===== config.mk =====
export PLATFORM = sky130hd
export DESIGN_NAME = i_decode
export DESIGN_NICKNAME = d
export VERILOG_FILES = /design/src/rtl/i_decode.sv
export SDC_FILE = /design/constraint.sdc
export NUM_CORES = 1
export LEC_CHECK = 0
export BUFFER_PORTS_ARGS = -buffer_cell sky130_fd_sc_hd__buf_2
export CAP_MARGIN = 30
export CORE_MARGIN = 5
export CORE_UTILIZATION = 50
export DETAILED_ROUTE_END_ITERATION = 6
export PLACE_DENSITY_LB_ADDON = 0.08
export SETUP_SLACK_MARGIN = 0.02
export SLEW_MARGIN = 20
export SYNTH_ARGS = -nofsm -noshare
export SYNTH_HDL_FRONTEND = slang
export SYNTH_SLANG_ARGS = --single-unit

===== constraint.sdc =====
create_clock -name clk -period 4.75 [get_ports clk]
set_input_delay 0.2375 -clock clk [delete_from_list [all_inputs] [get_ports clk]]
set_output_delay 0.2375 -clock clk [all_outputs]
set_load 0.05 [all_outputs]

===== src/rtl/i_decode.sv =====
// ============================================================================
// Module   : i_decode
// Purpose  : Fetches instruction words, decodes R/I/L/S/B fields and pushes
//            them to the instruction buffer; stalls on branches until resolved.
// Revision : 1.0
// ============================================================================
`default_nettype none

module i_decode #(
    parameter int          XLEN       = 32,
    parameter int          OPT_WID    = 7,
    parameter int          FUNCT3_WID = 3,
    parameter int          REG_WID    = 5,
    parameter logic [XLEN-1:0] RESET_PC = '0
) (
    input  logic                  clk,
    input  logic                  rst,
    output logic                  im_req,
    output logic [XLEN-1:0]       im_addr,
    input  logic                  im_ready,
    input  logic [XLEN-1:0]       im_inst,
    input  logic                  id_vacant,
    output logic                  id_valid,
    output logic [OPT_WID-1:0]    id_opt,
    output logic [FUNCT3_WID-1:0] id_funct,
    output logic [REG_WID-1:0]    id_rs1,
    output logic [REG_WID-1:0]    id_rs2,
    output logic [REG_WID-1:0]    id_rd,
    output logic [XLEN-1:0]       id_imm,
    input  logic                  br_valid,
    input  logic                  br_taken,
    input  logic [XLEN-1:0]       br_target
);

    typedef enum logic [2:0] {
        S_FETCH   = 3'd0,
        S_DECODE  = 3'd1,
        S_SEND    = 3'd2,
        S_HOLD    = 3'd3,
        S_BR_WAIT = 3'd4
    } state_t;

    localparam logic [OPT_WID-1:0] OP_R = 7'b0110011;
    localparam logic [OPT_WID-1:0] OP_I = 7'b0010011;
    localparam logic [OPT_WID-1:0] OP_L = 7'b0000011;
    localparam logic [OPT_WID-1:0] OP_S = 7'b0100011;
    localparam logic [OPT_WID-1:0] OP_B = 7'b1100011;
    localparam logic [XLEN-1:0]    PC_STEP = XLEN'(4);

    state_t                  state_q, state_d;
    logic [XLEN-1:0]         pc_q, pc_d;
    logic [XLEN-1:0]         inst_q, inst_d;
    logic                    im_req_q, im_req_d;
    logic                    id_valid_q, id_valid_d;
    logic [OPT_WID-1:0]      opt_q, opt_d;
    logic [FUNCT3_WID-1:0]   funct_q, funct_d;
    logic [REG_WID-1:0]      rs1_q, rs1_d;
    logic [REG_WID-1:0]      rs2_q, rs2_d;
    logic [REG_WID-1:0]      rd_q, rd_d;
    logic [XLEN-1:0]         imm_q, imm_d;

    always_comb begin
        state_d    = state_q;
        pc_d       = pc_q;
        inst_d     = inst_q;
        im_req_d   = im_req_q;
        id_valid_d = 1'b0;
        opt_d      = opt_q;
        funct_d    = funct_q;
        rs1_d      = rs1_q;
        rs2_d      = rs2_q;
        rd_d       = rd_q;
        imm_d      = imm_q;

        case (state_q)
            S_FETCH: begin
                // A response only counts once the request is actually on the bus
                im_req_d = 1'b1;
                if (im_req_q && im_ready) begin
                    inst_d   = im_inst;
                    im_req_d = 1'b0;
                    state_d  = S_DECODE;
                end
            end

            S_DECODE: begin
                state_d = S_SEND;
                opt_d   = inst_q[6:0];
                funct_d = inst_q[14:12];
                rs1_d   = inst_q[19:15];
                rs2_d   = inst_q[24:20];
                rd_d    = inst_q[11:7];
                case (inst_q[6:0])
                    OP_R: imm_d = '0;
                    OP_I, OP_L: begin
                        rs2_d = '0;
                        imm_d = {{(XLEN-12){inst_q[31]}}, inst_q[31:20]};
                    end
                    OP_S: begin
                        rd_d  = '0;
                        imm_d = {{(XLEN-12){inst_q[31]}}, inst_q[31:25], inst_q[11:7]};
                    end
                    OP_B: begin
                        rd_d  = '0;
                        imm_d = {{(XLEN-13){inst_q[31]}}, inst_q[31], inst_q[7],
                                 inst_q[30:25], inst_q[11:8], 1'b0};
                    end
                    default: begin
                        // Unsupported opcode: leave the published fields untouched
                        opt_d    = opt_q;
                        funct_d  = funct_q;
                        rs1_d    = rs1_q;
                        rs2_d    = rs2_q;
                        rd_d     = rd_q;
                        pc_d     = pc_q + PC_STEP;
                        im_req_d = 1'b1;
                        state_d  = S_FETCH;
                    end
                endcase
            end

            S_SEND: begin
                if (id_vacant) begin
                    id_valid_d = 1'b1;
                    state_d    = S_HOLD;
                end
            end

            S_HOLD: begin
                if (opt_q == OP_B) begin
                    state_d = S_BR_WAIT;
                end else begin
                    pc_d     = pc_q + PC_STEP;
                    im_req_d = 1'b1;
                    state_d  = S_FETCH;
                end
            end

            S_BR_WAIT: begin
                if (br_valid) begin
                    pc_d     = br_taken ? br_target : pc_q + PC_STEP;
                    im_req_d = 1'b1;
                    state_d  = S_FETCH;
                end
            end

            default: begin
                state_d  = S_FETCH;
                im_req_d = 1'b0;
            end
        endcase
    end

    always_ff @(posedge clk or negedge rst) begin
        if (!rst) begin
            state_q    <= S_FETCH;
            pc_q       <= RESET_PC;
            inst_q     <= '0;
            im_req_q   <= 1'b0;
            id_valid_q <= 1'b0;
            opt_q      <= '0;
            funct_q    <= '0;
            rs1_q      <= '0;
            rs2_q      <= '0;
            rd_q       <= '0;
            imm_q      <= '0;
        end else begin
            state_q    <= state_d;
            pc_q       <= pc_d;
            inst_q     <= inst_d;
            im_req_q   <= im_req_d;
            id_valid_q <= id_valid_d;
            opt_q      <= opt_d;
            funct_q    <= funct_d;
            rs1_q      <= rs1_d;
            rs2_q      <= rs2_d;
            rd_q       <= rd_d;
            imm_q      <= imm_d;
        end
    end

    assign im_req   = im_req_q;
    assign im_addr  = pc_q;
    assign id_valid = id_valid_q;
    assign id_opt   = opt_q;
    assign id_funct = funct_q;
    assign id_rs1   = rs1_q;
    assign id_rs2   = rs2_q;
    assign id_rd    = rd_q;
    assign id_imm   = imm_q;

endmodule

`default_nettype wire

==> results.sh, run 1 <==
export IMPL_yosys_register_bits=107
export IMPL_skew_ns=0.00941
export IMPL_via_per_inst=5.64
export IMPL_pwr_share_clk_pct=15.3
export IMPL_cpMaxStageDelayCell="nor4_4"
export IMPL_start_util_pct=50.8
export IMPL_p_per_area_nw_per_um2=594
export IMPL_grt_first_pass_wirelength_um=21800
export IMPL_maxCapViolations=0
export IMPL_period_share_pct=50.4
export IMPL_worstSetupPathType="flop to flop"
export IMPL_whs_path_depth=3
export IMPL_cts_tree="built"
export IMPL_die_h_um=112
export IMPL_syn_area_um2=5200
export IMPL_wirelength_um=13200
export IMPL_grt_overflow_total=0
export IMPL_htree_levels=3
export IMPL_cts_clk_slew_worst_paths_ns=0.10
export IMPL_hp_class="primary input to flop"
export IMPL_p_switching_w=0.00173
export IMPL_place_ws_ns=2.29
export IMPL_drtPass1Iterations=5
export IMPL_final_common_cell="buf_2"
export IMPL_cts_buffers=9
export IMPL_ios=161
export IMPL_crit_buf_inv=1
export IMPL_worstSetupEndpointType="flop"
export IMPL_synth_async_sr_flop_share_pct=100
export IMPL_setup_ws_ns=2.36
export IMPL_coreArea_um2=10200
export IMPL_maxSlewHeadroom_pct=34.3
export IMPL_reg2reg_setup_slack_ns=2.36
export IMPL_dp_hpwl_um=9700
export IMPL_seq_area_frac_synth_pct=51.5
export IMPL_rsz0062_at_grt="no"
export IMPL_clockBufferDepth=2
export IMPL_setup_viol=0
export IMPL_area_growth_pct=18.9
export IMPL_synth_area_leaders="dfrtp_1 52%, mux2_2 7.4%, nand2_1 5.2%"
export IMPL_critPathMaxStageDelay_ns=0.91
export IMPL_rr_worst_depth=3
export IMPL_combPwrFrac_pct=44.9
export IMPL_cp_start_kind="flop"
export IMPL_hold_viol=0
export IMPL_p_seq_share_pct=39.8
export IMPL_clock_root_buffer="clkbuf_8"
export IMPL_min_period_ns=2.39
export IMPL_switching_share_pct=47.1
export IMPL_antenna_found_initial=0
export IMPL_fin_total_pwr_w=0.00367
export IMPL_layout_common_cells="159 x buf_2, 107 x dfrtp_1, 72 x nand2_1"
export IMPL_grt_pass1_vias=4271
export IMPL_worst_pin_slew_ns=0.979
export IMPL_postRouteAntennaNets=0
export IMPL_die_x_um=112
export IMPL_vias=4388
export IMPL_irDropWorstVdd_mv=0.398
export IMPL_crit_chain="nor4_4, buf_4, mux2_2"
export IMPL_drc_errors=0
export IMPL_status="completed"
export IMPL_cts_sinks=107
export IMPL_synthDistinctLibCells=53
export IMPL_synth_warnings=0
export IMPL_drt_iter0_markers=273
export IMPL_power_leakage_nw=2.99
export IMPL_diodes=0
export IMPL_fin_nets=709
export IMPL_synth_area_per_cell_um2=10.3
export IMPL_fin_setup_tns_ns=0
export IMPL_critical_path_top_delay_family="simple AND/OR/NAND/NOR gates"
export IMPL_gp_congestion=0.844
export IMPL_routedWlPerCell_um=17.0
export IMPL_portBuffers=160
export IMPL_yosysTopAreaCell="dfrtp_1"
export IMPL_synth_nets=578
export IMPL_core_rowCount=37
export IMPL_clock_latency_ns=0.38
export IMPL_die_area_um2=12500
export IMPL_grt_start_max_net_pins=63
export IMPL_track_usage_pct=21.3
export IMPL_critPathMaxFanout=21
export IMPL_cp_arrival_ns=2.66
export IMPL_cp_required_ns=5.01
export IMPL_layout_drive_gt1_share_pct=37.2
export IMPL_syn_inst=507
export IMPL_cell_internal_pwr_w=0.00194
export IMPL_path_depth=3
export IMPL_synth_top_area_share_pct=51.5
export IMPL_synth_edff_count=0
export IMPL_synth_flop_cell="dfrtp_1"
export IMPL_slew_violations=0
export IMPL_max_freq_mhz=418
==> worst paths after layout <==
check	startpoint	endpoint
hold reg to reg	inst_q[15]	id_rs1[0]
max in group asynchronous	rst	im_addr[29]
min in group asynchronous	rst	id_valid
hold / removal	im_inst[7]	inst_q[7]
setup reg to reg	state_q[1]	inst_q[3]
setup / recovery	state_q[1]	inst_q[3]
==> sequential cells by signal (all words and copies together), names as in the netlist <==
signal / cells
id_valid: 1
im_addr: 32
id_rs1: 5
id_opt: 7
id_funct: 3
im_req: 1
id_rd: 5
id_rs2: 5
inst_q: 32
id_imm: 13
state_q: 3
==> synthesized netlist by cell type, drive strengths merged, types with 2 or more instances <==
cell type / n
nand2: 72
a22o: 12
nor3: 15
nand4bb: 2
inv: 2
nand3: 16
a221oi: 4
a21oi: 33
buf: 34
nand4: 13
or3: 2
nor2: 45
o21a: 2
and3: 4
nor4: 6
nand2b: 4
o22ai: 11
dfrtp: 107
clkbuf: 14
a31oi: 9
mux2i: 4
o21ai: 20
and4: 2
a32oi: 2
mux2: 34
and2: 2
or2: 2
o22a: 8
o31ai: 4
a2bb2oi: 9
==> per-layer routing <==
metal | GRT usage (%) | up-vias | wire length, um
li1 | - | 2084 | -
met1 | 30.4 | 2134 | 5990
met2 | 32.7 | 155 | 6120
met3 | 4.51 | 15 | 945
met4 | 7.13 | 0 | 187
met5 | 0 | - | 0
==> repair_timing <==
action / in CTS / in global routing
resized for setup: 0 / 0
hold endpoints to repair: 45 / 0
hold buffers: 1 / 0
setup buffers: 0 / 0
==> tightest hold or removal path: cells and delay by family <==
family	cells	cell delay [ns]
AO/OA/AOI/OAI	1	0.06
buffers and inverters	1	0.08
AND/OR/NAND/NOR	1	0.04
==> cell type report <==
cell class,instances,area (um2)
Clock buffer,10,138
Clock inverter,5,53.8
Fill cell,890,4050
Inverter,2,7.51
Multi-Input combinational cell,350,2240
Sequential cell,107,2680
Tap cell,136,170
Timing Repair Buffer,168,893
==> cell families (layout without fill, tap and decap cells) <==
family | Yosys count | count (layout) | share of synthesized area, %
AOI/OAI and AO/OA | 122 | 122 | 16.6
DFF | 107 | 107 | 51.5
muxes | 38 | 38 | 8.14
adders and majority gates | 1 | 1 | 0.241
and+or+nand+nor | 189 | 189 | 17.5
buffers and inverters | 50 | 185 | 6.04
==> power groups by stage <==
stage | clock (W) | sequential [W] | combinational [W]
finish | 0.000563 | 0.00146 | 0.00165
CTS | 0.000570 | 0.00146 | 0.00167
floorplan | 0 | 0.00192 | 0.000882
global placement | 0 | 0.00147 | 0.00164
global route | 0.000606 | 0.00151 | 0.00177
detailed placement | 0 | 0.00148 | 0.00167
==> through the flow <==
stage / instances / hold WS [ns] / cell area (um2) / utilization [%]
2_1_floorplan: 507 / -0.0581 / 5200 / -
3_3_place_gp: 759 / 0.278 / 5930 / 57.9
3_5_place_dp: 761 / 0.289 / 5970 / 58.4
4_1_cts: 777 / 0.0690 / 6170 / 60.3
5_1_grt: 778 / 0.0763 / 6180 / 60.4
6_report: 778 / 0.0733 / 6180 / 60.4
(Power assumes the default switching activity.)
==> run 2, diff against run 1 <==
CORE_UTILIZATION = 47   (was 50)
clock period = 2.2 ns   (was 4.75 ns; I/O delays follow)
==> results.sh, run 2 (same netlist as run 1, synthesis figures left out) <==
export IMPL_status="completed"
export IMPL_setup_viol=0
export IMPL_nFillCells=911
export IMPL_grt_start_max_net_pins=63
export IMPL_period_share_pct=90.8
export IMPL_fin_nets=766
export IMPL_clock_latency_ns=0.38
export IMPL_cts_sinks=107
export IMPL_portBuffers=160
export IMPL_ios=161
export IMPL_via_per_inst=5.43
export IMPL_rsz0062_at_grt="no"
export IMPL_cp_required_ns=2.48
export IMPL_cts_buffers=9
export IMPL_layout_common_cells="159 x buf_2, 103 x dfrtp_1, 72 x nand2_1"
export IMPL_combPwrFrac_pct=46.7
export IMPL_cp_start_kind="flop"
export IMPL_drt_iter0_markers=326
export IMPL_reg2reg_setup_slack_ns=0.20
export IMPL_worstHoldStart="br_target[5]"
export IMPL_htree_levels=3
export IMPL_p_seq_share_pct=38.5
export IMPL_start_util_pct=47.9
export IMPL_irDropWorstVdd_mv=0.854
export IMPL_clockBufferDepth=2
export IMPL_grt_overflow_total=0
export IMPL_min_period_ns=2.00
export IMPL_vias=4561
export IMPL_drc_errors=0
export IMPL_skew_ns=0.0139
export IMPL_track_usage_pct=21.6
export IMPL_r2r_start="im_addr[3]"
export IMPL_p_per_area_nw_per_um2=1210
export IMPL_die_h_um=115
export IMPL_reg2reg_to="im_addr[26]"
export IMPL_cts_clk_slew_worst_paths_ns=0.11
export IMPL_worstSetupEndpointType="flop"
export IMPL_clock_root_buffer="clkbuf_8"
export IMPL_min_to="im_addr[5]"
export IMPL_postRouteAntennaNets=0
export IMPL_pwr_share_clk_pct=14.8
export IMPL_coreArea_um2=10800
export IMPL_layout_drive_gt1_share_pct=37.4
export IMPL_p_switching_w=0.00383
export IMPL_cell_internal_pwr_w=0.00433
export IMPL_gp_congestion=0.824
export IMPL_maxSlewHeadroom_pct=49.2
export IMPL_switching_share_pct=46.9
export IMPL_die_x_um=115
export IMPL_antenna_found_initial=1
export IMPL_worst_pin_slew_ns=0.762
export IMPL_hp_class="primary input to flop"
export IMPL_utilization_pct=62.2
export IMPL_final_common_cell="buf_2"
export IMPL_cts_tree="built"
export IMPL_slew_violations=0
export IMPL_diodes=0
export IMPL_area_growth_pct=29.8
export IMPL_grt_pass1_vias=4406
export IMPL_maxCapViolations=0
export IMPL_core_rowCount=38
export IMPL_fin_total_pwr_w=0.00815
export IMPL_grt_first_pass_wirelength_um=22500
export IMPL_rr_worst_depth=6
export IMPL_max_freq_mhz=500
export IMPL_hold_viol=0
export IMPL_die_area_um2=13300
export IMPL_critPathMaxFanout=5
export IMPL_routedWlPerCell_um=17.0
export IMPL_wirelength_um=14200
export IMPL_whs_path_depth=3
export IMPL_dp_hpwl_um=10100
export IMPL_cp_arrival_ns=2.27
export IMPL_power_leakage_nw=3.25
export IMPL_worstSetupPathType="flop to flop"
export IMPL_drtPass1Iterations=5
export IMPL_fin_setup_tns_ns=0
## run 2: changes by cell type in the layout (fill, tap and decap cells not counted), sizes merged
cell / previous run / this run
buf: 167 / 187
clkinv: 4 / 3
clkbuf: 10 / 12
dlygate4sd3: 1 / 38
## run 2: area by class of cell
type,instances,area (um2),share of cell area (%)
sequential,107,2680,39.8
multi-input combinational,350,2250,33.3
timing repair buffer,225,1450,21.5
tap,140,175,2.60
clock buffer,12,135,2.00
clock inverter,4,52.6,0.779
inverter,2,7.51,0.111
## run 2: repair_timing
action	4_1_cts	5_1_grt
hold buffers	38	0
setup buffers	0	0
hold endpoints to repair	89	0
resized for setup	0	1
setup endpoints to repair	0	2
## run 2: per-stage QoR
stage,cells,hold WS [ns],area [um2],setup slack [ns]
floorplan,507,-0.186,5200,0.0253
global route,840,0.0502,6750,0.0351
finish,840,0.0129,6750,0.201
global placement,786,0.223,6170,0.207
detailed placement,786,0.230,6170,0.149
CTS,840,0.00383,6740,0.0997
## run 2: metal layers
layer	track usage (%)	wire, um	part of all wire (%)	vias to the layer above
met4	7.36	238	1.7	2
met1	30.5	6390	45	2187
met3	4.21	976	6.9	19
met2	33.6	6630	47	155
met5	0	7	0.049	-
li1	-	-	-	2198
## run 2: critical path: stages, from the launching register on
cell     delay [ns]
dfrtp_2        0.41
ha_1           0.26
nand4_1        0.16
or3_1          0.48
nor4_2         0.24
a31oi_1        0.13
o22a_1         0.21
## run 2: power groups by stage
stage | sequential, W | clock, W | combinational [W]
4_1_cts | 0.00314 | 0.00124 | 0.00383
6_report | 0.00314 | 0.00121 | 0.00381
3_5_place_dp | 0.00317 | 0 | 0.00377
5_1_grt | 0.00323 | 0.00132 | 0.00404
3_3_place_gp | 0.00314 | 0 | 0.00372
2_1_floorplan | 0.00415 | 0 | 0.00190
## run 2: worst max-delay path by stage
stage | from | end | slack, ns | cells past startpoint
after floorplan | im_addr[9] | im_addr[24] | 0.03 | 6
after detailed placement | im_addr[3] | im_addr[24] | 0.15 | 6
after global placement | im_addr[2] | im_addr[24] | 0.21 | 6
after global routing | im_addr[2] | im_addr[26] | 0.04 | 6
after CTS | im_addr[3] | im_addr[26] | 0.1 | 6
final | im_addr[3] | im_addr[26] | 0.20 | 6
